--- src/rtl/fifo_wr_arbiter_if.sv ---
// fifo_wr_arbiter_if
//   Bundles the requester side and the FIFO write side of fifo_wr_arbiter.
//   slave  : the arbiter (drives req_ready and the FIFO write strobe/data).
//   master : the surroundings (requesters drive valid/data, the FIFO drives full).
// Signals:
//   req_valid [NUM_REQ]     per-requester byte valid
//   req_data  [8*NUM_REQ]   requester i on bits [8i+7:8i]
//   req_ready [NUM_REQ]     one-hot accept strobe
//   fifo_full               registered FIFO full flag
//   fifo_wr_en / fifo_din   registered FIFO write port
//   grant_id  [ID_W]        last granted requester
//   busy                    arbiter not idle
//   wr_count  [16*NUM_REQ]  per-requester write counters (only with FIFO_ARB_STATS_EN)
interface fifo_wr_arbiter_if #(
    parameter int NUM_REQ = 4,
    parameter int ID_W    = 2
);
    logic [NUM_REQ-1:0]   req_valid;
    logic [8*NUM_REQ-1:0] req_data;
    logic [NUM_REQ-1:0]   req_ready;
    logic                 fifo_full;
    logic                 fifo_wr_en;
    logic [7:0]           fifo_din;
    logic [ID_W-1:0]      grant_id;
    logic                 busy;
`ifdef FIFO_ARB_STATS_EN
    logic [16*NUM_REQ-1:0] wr_count;

    modport slave (
        input  req_valid, req_data, fifo_full,
        output req_ready, fifo_wr_en, fifo_din, grant_id, busy, wr_count
    );
    modport master (
        output req_valid, req_data, fifo_full,
        input  req_ready, fifo_wr_en, fifo_din, grant_id, busy, wr_count
    );
`else
    modport slave (
        input  req_valid, req_data, fifo_full,
        output req_ready, fifo_wr_en, fifo_din, grant_id, busy
    );
    modport master (
        output req_valid, req_data, fifo_full,
        input  req_ready, fifo_wr_en, fifo_din, grant_id, busy
    );
`endif
endinterface

--- src/rtl/fifo_wr_arbiter.sv ---
// fifo_wr_arbiter
//   Shares the 8-bit write port of the dual-clock FIFO between NUM_REQ
//   requesters in the write-clock domain. Round-robin with a bounded burst
//   (MAX_BURST consecutive grants) per requester. Every write is followed by a
//   settle cycle so the registered FIFO full flag is never read stale:
//   IDLE (accept) -> WRITE (wr_en) -> SETTLE -> IDLE, i.e. 1 byte / 3 clk peak.
// Ports:
//   clk   FIFO write clock
//   rst   synchronous active-high reset (shared with the FIFO)
//   bus   fifo_wr_arbiter_if.slave (requester handshake + FIFO write side)
// Optional: define FIFO_ARB_STATS_EN to add per-requester saturating write
//   counters on bus.wr_count (16 bits per requester).
module fifo_wr_arbiter #(
    parameter int NUM_REQ   = 4,
    parameter int ID_W      = 2,
    parameter int MAX_BURST = 4
) (
    input  logic               clk,
    input  logic               rst,
    fifo_wr_arbiter_if.slave   bus
);

    typedef enum logic [1:0] {
        IDLE   = 2'd0,
        WRITE  = 2'd1,
        SETTLE = 2'd2
    } state_t;

    state_t            state, state_nx;
    logic [ID_W-1:0]   rr_ptr;      // previous winner; scan starts just above it
    logic [3:0]        burst_cnt;   // 0 means nobody currently holds a burst
    logic [ID_W-1:0]   grant_id_q;
    logic              wr_en_q;
    logic [7:0]        din_q;

    logic              accept;
    logic              hold;
    logic [ID_W-1:0]   win_id;
    logic [7:0]        win_data;
    logic [NUM_REQ-1:0] ready;

    // Winner selection and next state.
    always_comb begin
        state_nx = state;
        accept   = 1'b0;
        ready    = '0;
        hold     = (burst_cnt != 4'd0) && (burst_cnt < 4'(MAX_BURST)) && bus.req_valid[rr_ptr];
        win_id   = rr_ptr;
        if (!hold) begin
            // Descending walk so the nearest valid index above rr_ptr is the
            // last assignment; distance NUM_REQ is rr_ptr itself (sole requester).
            for (int i = NUM_REQ; i >= 1; i--) begin
                if (bus.req_valid[(int'(rr_ptr) + i) % NUM_REQ])
                    win_id = ID_W'((int'(rr_ptr) + i) % NUM_REQ);
            end
        end
        win_data = bus.req_data[8*int'(win_id) +: 8];

        case (state)
            IDLE: begin
                if (!bus.fifo_full && (|bus.req_valid)) begin
                    accept        = 1'b1;
                    ready[win_id] = 1'b1;
                    state_nx      = WRITE;
                end
            end
            WRITE:   state_nx = SETTLE;
            SETTLE:  state_nx = IDLE;
            default: state_nx = IDLE;
        endcase
    end

    always_ff @(posedge clk) begin
        if (rst) begin
            state      <= IDLE;
            rr_ptr     <= ID_W'(NUM_REQ - 1);
            burst_cnt  <= 4'd0;
            grant_id_q <= '0;
            wr_en_q    <= 1'b0;
            din_q      <= 8'd0;
        end else begin
            state   <= state_nx;
            wr_en_q <= accept;
            if (accept) begin
                din_q      <= win_data;
                rr_ptr     <= win_id;
                grant_id_q <= win_id;
                burst_cnt  <= hold ? burst_cnt + 4'd1 : 4'd1;
            end else if (state == IDLE && !bus.fifo_full && !bus.req_valid[rr_ptr]) begin
                // Holder let go while the FIFO could have taken a byte.
                burst_cnt <= 4'd0;
            end
        end
    end

    assign bus.req_ready  = ready;
    assign bus.fifo_wr_en = wr_en_q;
    assign bus.fifo_din   = din_q;
    assign bus.grant_id   = grant_id_q;
    assign bus.busy       = (state != IDLE);

`ifdef FIFO_ARB_STATS_EN
    logic [NUM_REQ-1:0][15:0] wr_cnt;

    // grant_id_q names the owner of the byte on the bus during WRITE.
    for (genvar g = 0; g < NUM_REQ; g++) begin : g_stats
        logic [15:0] cnt;
        always_ff @(posedge clk) begin
            if (rst)
                cnt <= 16'd0;
            else if (state == WRITE && grant_id_q == ID_W'(g) && cnt != 16'hFFFF)
                cnt <= cnt + 16'd1;
        end
        assign wr_cnt[g] = cnt;
    end

    assign bus.wr_count = wr_cnt;
`endif

endmodule

--- src/flat_wrapper.sv ---
// flat-port wrapper written by rule: the top's interface ports become plain ports
module fifo_wr_arbiter_flat 
#(
    parameter int NUM_REQ   = 4,
    parameter int ID_W      = 2,
    parameter int MAX_BURST = 4
)
  (clk, rst, bus_req_valid, bus_req_data, bus_fifo_full, bus_req_ready, bus_fifo_wr_en, bus_fifo_din, bus_grant_id, bus_busy);
  fifo_wr_arbiter_if #(.NUM_REQ(NUM_REQ), .ID_W(ID_W)) bus_i ();
  input  logic clk;
  input  logic rst;
  input wire logic [$bits(bus_i.req_valid)-1:0] bus_req_valid;
  input wire logic [$bits(bus_i.req_data)-1:0] bus_req_data;
  input wire logic [$bits(bus_i.fifo_full)-1:0] bus_fifo_full;
  output wire logic [$bits(bus_i.req_ready)-1:0] bus_req_ready;
  output wire logic [$bits(bus_i.fifo_wr_en)-1:0] bus_fifo_wr_en;
  output wire logic [$bits(bus_i.fifo_din)-1:0] bus_fifo_din;
  output wire logic [$bits(bus_i.grant_id)-1:0] bus_grant_id;
  output wire logic [$bits(bus_i.busy)-1:0] bus_busy;
  assign bus_i.req_valid = bus_req_valid;
  assign bus_i.req_data = bus_req_data;
  assign bus_i.fifo_full = bus_fifo_full;
  assign bus_req_ready = bus_i.req_ready;
  assign bus_fifo_wr_en = bus_i.fifo_wr_en;
  assign bus_fifo_din = bus_i.fifo_din;
  assign bus_grant_id = bus_i.grant_id;
  assign bus_busy = bus_i.busy;
  fifo_wr_arbiter #(.NUM_REQ(NUM_REQ), .ID_W(ID_W), .MAX_BURST(MAX_BURST)) u_core (.clk(clk), .rst(rst), .bus(bus_i));
endmodule
--- config.mk ---
export PLATFORM = sky130hd
export DESIGN_NAME = fifo_wr_arbiter_flat
export DESIGN_NICKNAME = d
export VERILOG_FILES = /design/src/rtl/fifo_wr_arbiter_if.sv /design/src/rtl/fifo_wr_arbiter.sv /design/src/flat_wrapper.sv
export SDC_FILE = /design/constraint.sdc
export NUM_CORES = 1
export LEC_CHECK = 0
export BUFFER_PORTS_ARGS = -buffer_cell sky130_fd_sc_hd__buf_2
export CAP_MARGIN = 10
export CORE_MARGIN = 2
export CORE_UTILIZATION = 50
export CTS_CLUSTER_DIAMETER = 100
export DETAILED_ROUTE_END_ITERATION = 16
export HOLD_SLACK_MARGIN = 0.05
export PLACE_DENSITY = 0.84
export SLEW_MARGIN = 20
export SYNTH_ARGS = -nofsm -noshare
export SYNTH_HDL_FRONTEND = slang
export SYNTH_SLANG_ARGS = --single-unit
--- constraint.sdc ---
create_clock -name clk -period 3.25 [get_ports clk]
set_input_delay 0.1625 -clock clk [delete_from_list [all_inputs] [get_ports clk]]
set_output_delay 0.1625 -clock clk [all_outputs]
set_load 0.005 [all_outputs]
==> flow_summary_export.csv, run 1 <==
group,metric,value,unit
outcome,status,"finished clean",
power,p_leak,0.691,nW
logic_synthesis,ys_seq_area_share,30.5,%
logic_synthesis,yosysUniqueCellTypes,40,
floorplan,die_y,53.9,um
placement,dp_cells,215,
floorplan,boundaryPins,55,
timing,slew_violations,0,
detailed_routing,drt_pre_antenna_iters,4,
power,power,0.000661,W
setup_path,cp.arrival,2600,ps
timing,finClkSkew,8.44,ps
grt,antenna_found_initial,0,
detailed_routing,postRouteAntennaNets,0,
power,power.density,429,nW/um^2
timing,fmax,362,MHz
layout,drive_gt1_share,37.6,%
setup_path,cp-end-kind,"primary output",
cts,clk_path_buf_depth,2,
logic_synthesis,synth_top_area_share,30.5,%
power,irDropWorstVdd,0.208,mV
timing,setup_viol,0,
timing,rsz0062_at_grt,"false",
cts,root_buffer,"clkbuf_4",
layout,regArea,380,um^2
floorplan,die-area,2910,um^2
cts,hold_buffers,0,
detailed_routing,wl_per_cell,13.7,um
setup_path,crit_path_max_fanout,14,
hold_path,hold_path_class,"primary input to flop",
timing,hold_violations,0,
cts,cts.sinks,19,
cts,clock_latency,300,ps
setup_path,critical_path_class,"flop to primary output",
setup_path,worstSetupStartpointType,"flop",
layout,fillers,226,
cts,post_cts_resized,0,
logic_synthesis,yosys_warnings,0,
detailed_routing,via_count,1270,
cts,cts_setup_buffers,0,
grt,overflow,0,
timing,period_minus_slack,2760,ps
layout,fin_cells,219,
timing,period_share,85.0,%
cts,cts_made_buffers,3,
cts,cts_tree,"built",
timing,fin_setup_tns,0,ps
logic_synthesis,synthTopCellsByArea,"dfxtp_1, a211oi_1, mux2i_1",
grt,grt_max_degree,20,
logic_synthesis,synth_seq_cells,19,
placement,dp_hpwl,2340,um
timing,tightest_slew,554,ps
placement,io_buffer_count,54,
cts,h-tree-depth,1,
detailed_routing,vias_per_cell,5.80,
floorplan,rows,18,
cts,clk_pin_slew,130,ps
detailed_routing,drc,0,
grt,grtUsageTotal,23.2,%
setup_path,worstPathRequired,3090,ps
timing,slew_headroom,62.9,%
placement,placed_cell_area,1510,um^2
placement,place_congestion,0.929,
flow_run,cap_viol_max_count,0,
layout,syn_to_final_growth,23.6,%
logic_synthesis,syn_area,1250,um^2
logic_synthesis,syn_nets,181,
layout,postLayoutCellArea,1540,um^2
floorplan,core,2410,um^2
floorplan,die_w,53.9,um
floorplan,initial_core_util,51.7,%
logic_synthesis,avgSynthCellArea,8.90,um^2
grt,grt_pass1_vias,1239,
grt,grt_pass1_wl,5060,um
layout,diodes,0,
logic_synthesis,syn_inst,140,
logic_synthesis,synth_area_leader_cell,"dfxtp_1",
detailed_routing,wirelength,3010,um
detailed_routing,drt_iter0_markers,16,
layout,layout.nets,231,
layout,multi_input_area,800,um^2
-- through the flow --
stage          util [%]  hold WS, ps  worst slack (ps)
2_1_floorplan         -          380              1130
6_report           63.9          185               489
5_1_grt            63.9          200               266
3_5_place_dp       62.7          448               792
4_1_cts            63.9          193               499
3_3_place_gp       62.7          416               907
-- final cells by class --
cell class                      instances  area share, %
Timing Repair Buffer                   55           18.0
Sequential cell                        19           24.7
Multi-Input combinational cell        107           51.9
Clock inverter                          1          0.487
Clock buffer                            3           1.46
Tap cell                               30           2.44
Inverter                                4          0.975
-- synth_stat cells --
library cell	number
a21oi_1	4
a2bb2oi_2	1
a31oi_1	1
nor2_1	12
nor3_1	3
a211oi_1	19
o311a_1	1
mux2_2	1
o21bai_1	8
nand2b_1	3
o21ai_0	2
a211o_1	1
nor4_1	3
mux2i_2	1
a21oi_4	1
nor3b_1	2
nand3b_1	2
nor2b_1	1
mux2i_1	8
o32ai_2	1
buf_4	1
or2_2	2
nand2_1	4
clkbuf_1	6
or3_1	2
or3_4	1
buf_6	1
o21ai_1	2
ha_1	2
nor2_8	1
o31ai_1	1
inv_1	4
a21boi_0	8
o32a_1	1
o221ai_2	1
nand3_1	5
nor3_4	1
o2bb2ai_2	1
dfxtp_1	19
buf_2	2
-- power by group --
| group | internal, W | switching, W | total [W] | leakage (nW) |
|---|---|---|---|---|
| clock | 0.0000468 | 0.0000809 | 0.000128 | 0.0139 |
| combinational | 0.000116 | 0.000141 | 0.000257 | 0.520 |
| sequential | 0.000255 | 0.0000214 | 0.000277 | 0.157 |
| total | 0.000418 | 0.000243 | 0.000661 | 0.691 |
-- layout by cell type (no fill, tap or decap), drive strengths merged --
master    count
a211o         1
a211oi       19
a21boi        8
a21oi         5
a2bb2oi       1
a31oi         1
buf          55
clkbuf        3
clkinvlp      1
dfxtp        19
ha            2
inv           4
mux2          1
mux2i         9
nand2         4
nand2b        3
nand3         5
nand3b        2
nor2         13
nor2b         1
nor3          4
nor3b         2
nor4          3
o21ai         4
o21bai        8
o221ai        1
o2bb2ai       1
o311a         1
o31ai         1
o32a          1
o32ai         1
or2           2
or3           3
-- worst paths after layout --
path	startpoint	to	slack, ps	cells after the start
setup / recovery	u_core.rr_ptr[0]$_SDFFE_PP1P_	bus_req_ready[0]	490	7
hold / removal	bus_req_data[25]	u_core.bus.fifo_din[1]$_SDFFE_PP0P_	180	3
setup reg to reg	u_core.rr_ptr[0]$_SDFFE_PP1P_	u_core.bus.fifo_din[3]$_SDFFE_PP0P_	760	7
hold reg to reg	u_core.state[1]$_SDFFE_PP0P_	u_core.state[1]$_SDFFE_PP0P_	460	1
-- cells by family (layout without fill, tap and decap cells) --
group,after synthesis,in the layout,synth area share (%)
adder cells (fa/ha/maj),2,2,2.01
AND/OR/NAND/NOR,42,42,19.8
buffers and inverters,14,63,5.32
flip-flops,19,19,30.5
multiplexers,10,10,8.43
AO/OA/AOI/OAI,53,53,33.9
-- flip-flops by register name (all words and copies together) (netlist names) --
register               flops
u_core.bus.fifo_din        8
u_core.burst_cnt           4
u_core.bus.grant_id        2
u_core.rr_ptr              2
u_core.state               2
u_core.bus.fifo_wr_en      1
-- routing by layer --
metal | vias to the layer above | wire (um) | global-route usage (%)
met5 | - | 0 | 0
met4 | 0 | 10 | 5.56
met3 | 2 | 163 | 3.61
met2 | 42 | 1570 | 42.1
met1 | 600 | 1270 | 28.4
li1 | 626 | - | -
-- worst max-delay path, cell delays in order, from the launching register on --
cell and delay [ps]:
dfxtp_1 690, mux2_2 410, nand2_1 170, nand3_1 90
o21ai_1 240, nand2_1 340, nor3_1 220, buf_2 140
Note: power is estimated with default switching activity, not from simulation.
==> run 2, diff against run 1 <==
--- a/config.mk
+++ b/config.mk
@@ -5,14 +5,15 @@
 export SDC_FILE = /design/constraint.sdc
 export NUM_CORES = 1
 export LEC_CHECK = 0
+export ABC_AREA = 1
 export BUFFER_PORTS_ARGS = -buffer_cell sky130_fd_sc_hd__buf_2
 export CAP_MARGIN = 10
 export CORE_MARGIN = 2
-export CORE_UTILIZATION = 50
+export CORE_UTILIZATION = 44
 export CTS_CLUSTER_DIAMETER = 100
 export DETAILED_ROUTE_END_ITERATION = 16
 export HOLD_SLACK_MARGIN = 0.05
-export PLACE_DENSITY = 0.84
+export PLACE_DENSITY = 0.75
 export SLEW_MARGIN = 20
 export SYNTH_ARGS = -nofsm -noshare
 export SYNTH_HDL_FRONTEND = slang
==> constraint.sdc (replaced) <==
create_clock -name clk -period 2.3 [get_ports clk]
set_input_delay 0.115 -clock clk [delete_from_list [all_inputs] [get_ports clk]]
set_output_delay 0.115 -clock clk [all_outputs]
set_load 0.005 [all_outputs]
==> flow_summary_export.csv, run 2 <==
group,metric,value,unit
outcome,status,"finished clean",
logic_synthesis,syn_nets,280,
setup_path,crit_chain,"inv_2 -> nand2_1 -> nand2_1 -> nand2_2 -> nand2_2 -> nand2_2 -> nand2_4 -> nand2_4 -> nand2_8 -> nand2_8 -> nand2_1 -> nor2_1 -> buf_2",
timing,rsz0062_at_grt,"false",
logic_synthesis,yosysUniqueCellTypes,27,
timing,slew_violations,0,
hold_path,hold_path_class,"primary input to flop",
detailed_routing,vias_per_cell,4.61,
setup_path,cpMaxStageDelayCell,"dfxtp_1",
timing,timing.hold.ws,110,ps
layout,mostFrequentLayoutCells,"buf_2, inv_1, nand3_1, nand2_1, nor2_1",
timing,tightest_slew,423,ps
cts,cts_made_buffers,3,
placement,place_congestion,0.855,
logic_synthesis,synth_most_common_cell,"inv_1",
logic_synthesis,yosys_warnings,0,
floorplan,boundaryPins,55,
placement,io_buffer_count,54,
logic_synthesis,synth_edf_count,0,
logic_synthesis,ys_seq_area_share,25.5,%
timing,fin_setup_tns,0,ps
setup_path,cp-end-kind,"primary output",
layout,layout_commonest_cell,"buf_2",
logic_synthesis,syn_inst,239,
timing,period_minus_slack,2100,ps
grt,grt_max_degree,19,
grt,overflow,0,
grt,grtUsageTotal,18.6,%
floorplan,die_w,62.2,um
logic_synthesis,syn_area,1490,um^2
layout,fillers,339,
layout,diodes,0,
floorplan,core,3280,um^2
cts,hold_buffers,0,
logic_synthesis,synth_top_family_by_area,"simple AND/OR/NAND/NOR gates",
layout,drive_gt1_share,34.6,%
power,p_seq_share,31.6,%
floorplan,rows,21,
logic_synthesis,yosys.area_share.adder,1.68,%
power,comb_power_share,54.7,%
setup_path,crit_path_max_fanout,18,
setup_path,worstSetupStartpointType,"flop",
timing,fmax,476,MHz
detailed_routing,via_count,1586,
detailed_routing,wl_per_cell,10.1,um
power,p_int,0.000704,W
layout,syn_to_final_growth,24.9,%
cts,h-tree-depth,1,
timing,setup_viol,0,
detailed_routing,drt_pre_antenna_iters,5,
logic_synthesis,synthTopCellsByCount,"inv_1, nand3_1, nand2_1",
power,power.density,668,nW/um^2
timing,hold_violations,0,
setup_path,cp.arrival,1990,ps
logic_synthesis,synth_top_area_share,25.5,%
floorplan,die_y,62.2,um
power,p_clk_share,13.7,%
cts,root_buffer,"clkbuf_4",
placement,dp_hpwl,2650,um
detailed_routing,postRouteAntennaNets,0,
cts,clock_latency,310,ps
floorplan,die-area,3870,um^2
flow_run,cap_viol_max_count,0,
power,switchingPower,0.000538,W
layout,largest_reg_flops,8,
logic_synthesis,synth_area_leader_cell,"dfxtp_1",
grt,antenna_found_initial,0,
grt,grt_pass1_vias,1478,
logic_synthesis,synthSimpleGateAreaFrac,48.7,%
detailed_routing,wirelength,3470,um
timing,finClkSkew,10.3,ps
cts,cts.sinks,19,
cts,clk_pin_slew,110,ps
timing,period_share,91.4,%
grt,grt_pass1_wl,6070,um
logic_synthesis,avgSynthCellArea,6.23,um^2
logic_synthesis,async_reset_ff_share,0,%
logic_synthesis,synthXorXnorAreaFrac,0,%
timing,slew_headroom,71.5,%
logic_synthesis,synthMuxAreaShare,0,%
power,irDropWorstVdd,0.315,mV
power,p_sw_share,43.3,%
layout,regArea,382,um^2
logic_synthesis,synthTopCellsByArea,"dfxtp_1, nand3_1, inv_1",
floorplan,initial_core_util,45.3,%
detailed_routing,drt_iter0_markers,47,
logic_synthesis,synth_seq_cells,19,
cts,cts_tree,"built",
layout,layout.nets,340,
setup_path,worstPathRequired,2180,ps
setup_path,cpPeakStageDelay,460,ps
logic_synthesis,synth_compound_area_share,4.71,%
power,p_leak,1.13,nW
layout,multi_input_area,833,um^2
cts,clk_path_buf_depth,2,
detailed_routing,drc,0,
logic_synthesis,synth_flop_cell,"dfxtp_1",
setup_path,critical_path_class,"flop to primary output",
[run 2: changes by cell type after synthesis, sizes merged, moves of 4 or more]
cell    change
a211oi     -19
a21boi      -8
a21oi       -4
clkbuf      -5
inv        +53
mux2i       -9
nand2      +59
nand3      +42
nor2       +16
o21bai      -8
[run 2: power by group through the flow]
stage / logic, W / clock network [W] / registers (W)
after global routing: 0.000772 / 0.000191 / 0.000397
after floorplan: 0.000514 / 0 / 0.000392
after detailed placement: 0.000625 / 0 / 0.000398
after global placement: 0.000613 / 0 / 0.000398
after CTS: 0.000628 / 0.000173 / 0.000392
final: 0.000679 / 0.000170 / 0.000392
[run 2: area by class of cell]
type | instances | area share [%]
clock buffers | 3 | 1.21
clock inverters | 1 | 0.269
inverters | 57 | 11.9
multi-input cells | 155 | 44.8
flip-flops and latches | 19 | 20.5
well taps | 46 | 3.10
repair buffers | 63 | 18.2
[run 2: cell families after synthesis]
group                      count (synthesis)
and+or+nand+nor                          142
adders and majority gates                  2
DFF                                       19
AOI/OAI and AO/OA                         11
buffers and inverters                     65
[run 2: worst paths after layout]
path                            cells after the start                             endpoint                           from  slack [ps]
worst max-delay path                               13                     bus_req_ready[3]  u_core.rr_ptr[1]$_SDFFE_PP1P_         200
worst min-delay path                                2  u_core.bus.grant_id[1]$_SDFFE_PP0P_                            rst         110
worst max register to register                     16  u_core.bus.fifo_din[3]$_SDFFE_PP0P_  u_core.rr_ptr[1]$_SDFFE_PP1P_         360
worst min register to register                      1         u_core.state[1]$_SDFFE_PP0P_   u_core.state[1]$_SDFFE_PP0P_         410
[run 2: layer usage]
metal	global-route usage [%]	part of all wire, %	vias to the layer above
li1	-	-	844
met1	23.7	46	691
met2	33.2	47	48
met3	4.53	6.7	3
met4	1.67	0.29	0
met5	0	0	-
[run 2: timing repair]
action,4_1_cts,5_1_grt
setup buffers,0,6
setup endpoints to repair,2,2
pin swaps,0,1
resized for setup,2,1
[run 2: metrics by stage]
stage / power (W) / instance area (um^2) / util (%) / cells / setup WS (ps)
floorplan: 0.000906 / 1490 / - / 239 / 589
global placement: 0.00101 / 1770 / 53.9 / 334 / 285
detailed placement: 0.00102 / 1770 / 53.9 / 334 / 235
CTS: 0.00119 / 1810 / 55.0 / 338 / 37.1
global route: 0.00136 / 1860 / 56.6 / 344 / 22.8
finish: 0.00124 / 1860 / 56.6 / 344 / 197
[run 2: critical path: cells and delay by family, from the launching register on]
kind	cells	cell delay, ps
AND/OR/NAND/NOR	11	970
flip-flops	1	460
buffers and inverters	2	270
==> run 3, diff against run 2 <==
--- a/config.mk
+++ b/config.mk
@@ -13,7 +13,7 @@
 export CTS_CLUSTER_DIAMETER = 100
 export DETAILED_ROUTE_END_ITERATION = 16
 export HOLD_SLACK_MARGIN = 0.05
-export PLACE_DENSITY = 0.75
+export PLACE_DENSITY_LB_ADDON = 0.25
 export SLEW_MARGIN = 20
 export SYNTH_ARGS = -nofsm -noshare
 export SYNTH_HDL_FRONTEND = slang
==> flow_summary_export.csv, run 3 (synthesis results as in run 2) <==
group,metric,value,unit
timing,period_share,91.8,%
setup_path,worst_setup_path_startpoint,"u_core.burst_cnt[0]$_SDFFE_PP0P_",
cts,root_buffer,"clkbuf_4",
detailed_routing,wirelength,3390,um
hold_path,hold_path.startpoint,"rst",
detailed_routing,via_count,1556,
power,power.density,665,nW/um^2
setup_path,cpMaxStageDelayCell,"dfxtp_1",
timing,slew_headroom,70.3,%
layout,layout.nets,337,
cts,cts_tree,"built",
detailed_routing,vias_per_cell,4.56,
grt,overflow,0,
timing,fin_ws,188,ps
detailed_routing,drt_pre_antenna_iters,4,
floorplan,initial_core_util,45.3,%
floorplan,die_y,62.2,um
grt,antenna_found_initial,0,
layout,mostFrequentLayoutCells,"buf_2, inv_1, nand3_1, nand2_1, nor2_1",
placement,place_congestion,0.820,
layout,postLayoutCellArea,1840,um^2
timing,slew_violations,0,
setup_path,worstPathRequired,2180,ps
setup_path,path_delay_family,"simple AND/OR/NAND/NOR gates",
timing,hold_violations,0,
setup_path,crit_top_cell,"nand3_4",
power,comb_power_share,54.5,%
layout,largest_reg_flops,8,
cts,h-tree-depth,1,
placement,placed_cell_area,1770,um^2
floorplan,boundaryPins,55,
layout,layout_commonest_cell,"buf_2",
power,p_seq_share,32.1,%
placement,dp_slack,265,ps
cts,clk_pin_slew,100,ps
placement,io_buffer_count,54,
outcome,status,"finished clean",
setup_path,cp-end-kind,"primary output",
cts,cts_made_buffers,3,
floorplan,die-area,3870,um^2
layout,diodes,0,
detailed_routing,drc,0,
cts,hold_buffers,0,
cts,clk_path_buf_depth,2,
floorplan,rows,21,
setup_path,critPathBufInv,2,
floorplan,die_w,62.2,um
detailed_routing,drt_iter0_markers,89,
grt,grt_pass1_vias,1315,
floorplan,core,3280,um^2
setup_path,worstSetupStartpointType,"flop",
setup_path,cp.arrival,2000,ps
power,p_leak,1.11,nW
power,p_sw_share,42.9,%
power,p_clk_share,13.5,%
timing,fmax,473,MHz
setup_path,critical_path_class,"flop to primary output",
setup_path,r2r_slack,340,ps
power,p_int,0.000699,W
layout,syn_to_final_growth,23.4,%
hold_path,hold_path_class,"primary input to flop",
timing,rsz0062_at_grt,"false",
grt,grt_pass1_wl,5710,um
detailed_routing,postRouteAntennaNets,0,
layout,fillers,341,
timing,tightest_slew,441,ps
flow_run,cap_viol_max_count,0,
timing,period_minus_slack,2110,ps
timing,fin_setup_tns,0,ps
grt,grt_max_degree,19,
placement,dp_hpwl,2650,um
power,irDropWorstVdd,0.348,mV
power,switchingPower,0.000524,W
grt,grtUsageTotal,17.8,%
detailed_routing,wl_per_cell,9.94,um
setup_path,r2r-start,"u_core.burst_cnt[0]$_SDFFE_PP0P_",
layout,drive_gt1_share,33.6,%
timing,setup_viol,0,
cts,cts.sinks,19,
layout,regArea,384,um^2
setup_path,crit_path_max_fanout,18,
cts,clock_latency,290,ps
setup_path,cpPeakStageDelay,350,ps
timing,finClkSkew,3.92,ps
layout,multi_input_area,833,um^2
setup_path,crit_chain,"inv_1 -> ha_1 -> nor3_2 -> nand3_4 -> nand3_4 -> nand3_1 -> nor2_1 -> buf_2",
-- run 3: cell types whose count changed in the layout (fill, tap and decap cells not counted), sizes merged --
cell,before,now
buf,63,60
clkbuf,3,4
clkinv,1,0
-- run 3: metrics by stage --
step	power (W)	instances	hold WS [ps]	utilization, %
final	0.00122	341	126	56.0
after global routing	0.00133	341	129	56.0
after CTS	0.00119	338	124	54.9
after detailed placement	0.00102	334	408	53.9
after global placement	0.00102	334	402	53.9
after floorplan	0.000906	239	196	-
-- run 3: worst paths after layout --
path                                          to  cells after the start
min          u_core.bus.grant_id[1]$_SDFFE_PP0P_                      2
max                             bus_req_ready[0]                      8
min reg2reg         u_core.state[1]$_SDFFE_PP0P_                      1
max reg2reg  u_core.bus.fifo_din[5]$_SDFFE_PP0P_                     13
-- run 3: power groups by stage --
stage | Clock [W] | Sequential [W] | Combinational (W)
2_1_floorplan | 0 | 0.000392 | 0.000514
3_3_place_gp | 0 | 0.000398 | 0.000618
3_5_place_dp | 0 | 0.000398 | 0.000624
4_1_cts | 0.000172 | 0.000392 | 0.000628
5_1_grt | 0.000191 | 0.000397 | 0.000747
6_report | 0.000165 | 0.000392 | 0.000666
-- run 3: metal layers --
metal	vias up	wire length [um]	global-route usage, %
met5	-	0	0
li1	840	-	-
met3	2	190	4.35
met2	38	1650	30.4
met1	676	1540	23.4
met4	0	10	2.50
-- run 3: repair_timing --
item,in CTS,in global routing
gates resized for setup,2,2
setup buffers,0,3
pin swaps,0,1
endpoints found under the setup margin,2,2
-- run 3: final cells by class --
cell class                      instances  area share (%)
Multi-Input combinational cell        155            45.3
Sequential cell                        19            20.9
Timing Repair Buffer                   60            17.2
Inverter                               57            12.0
Tap cell                               46            3.13
Clock buffer                            4            1.43
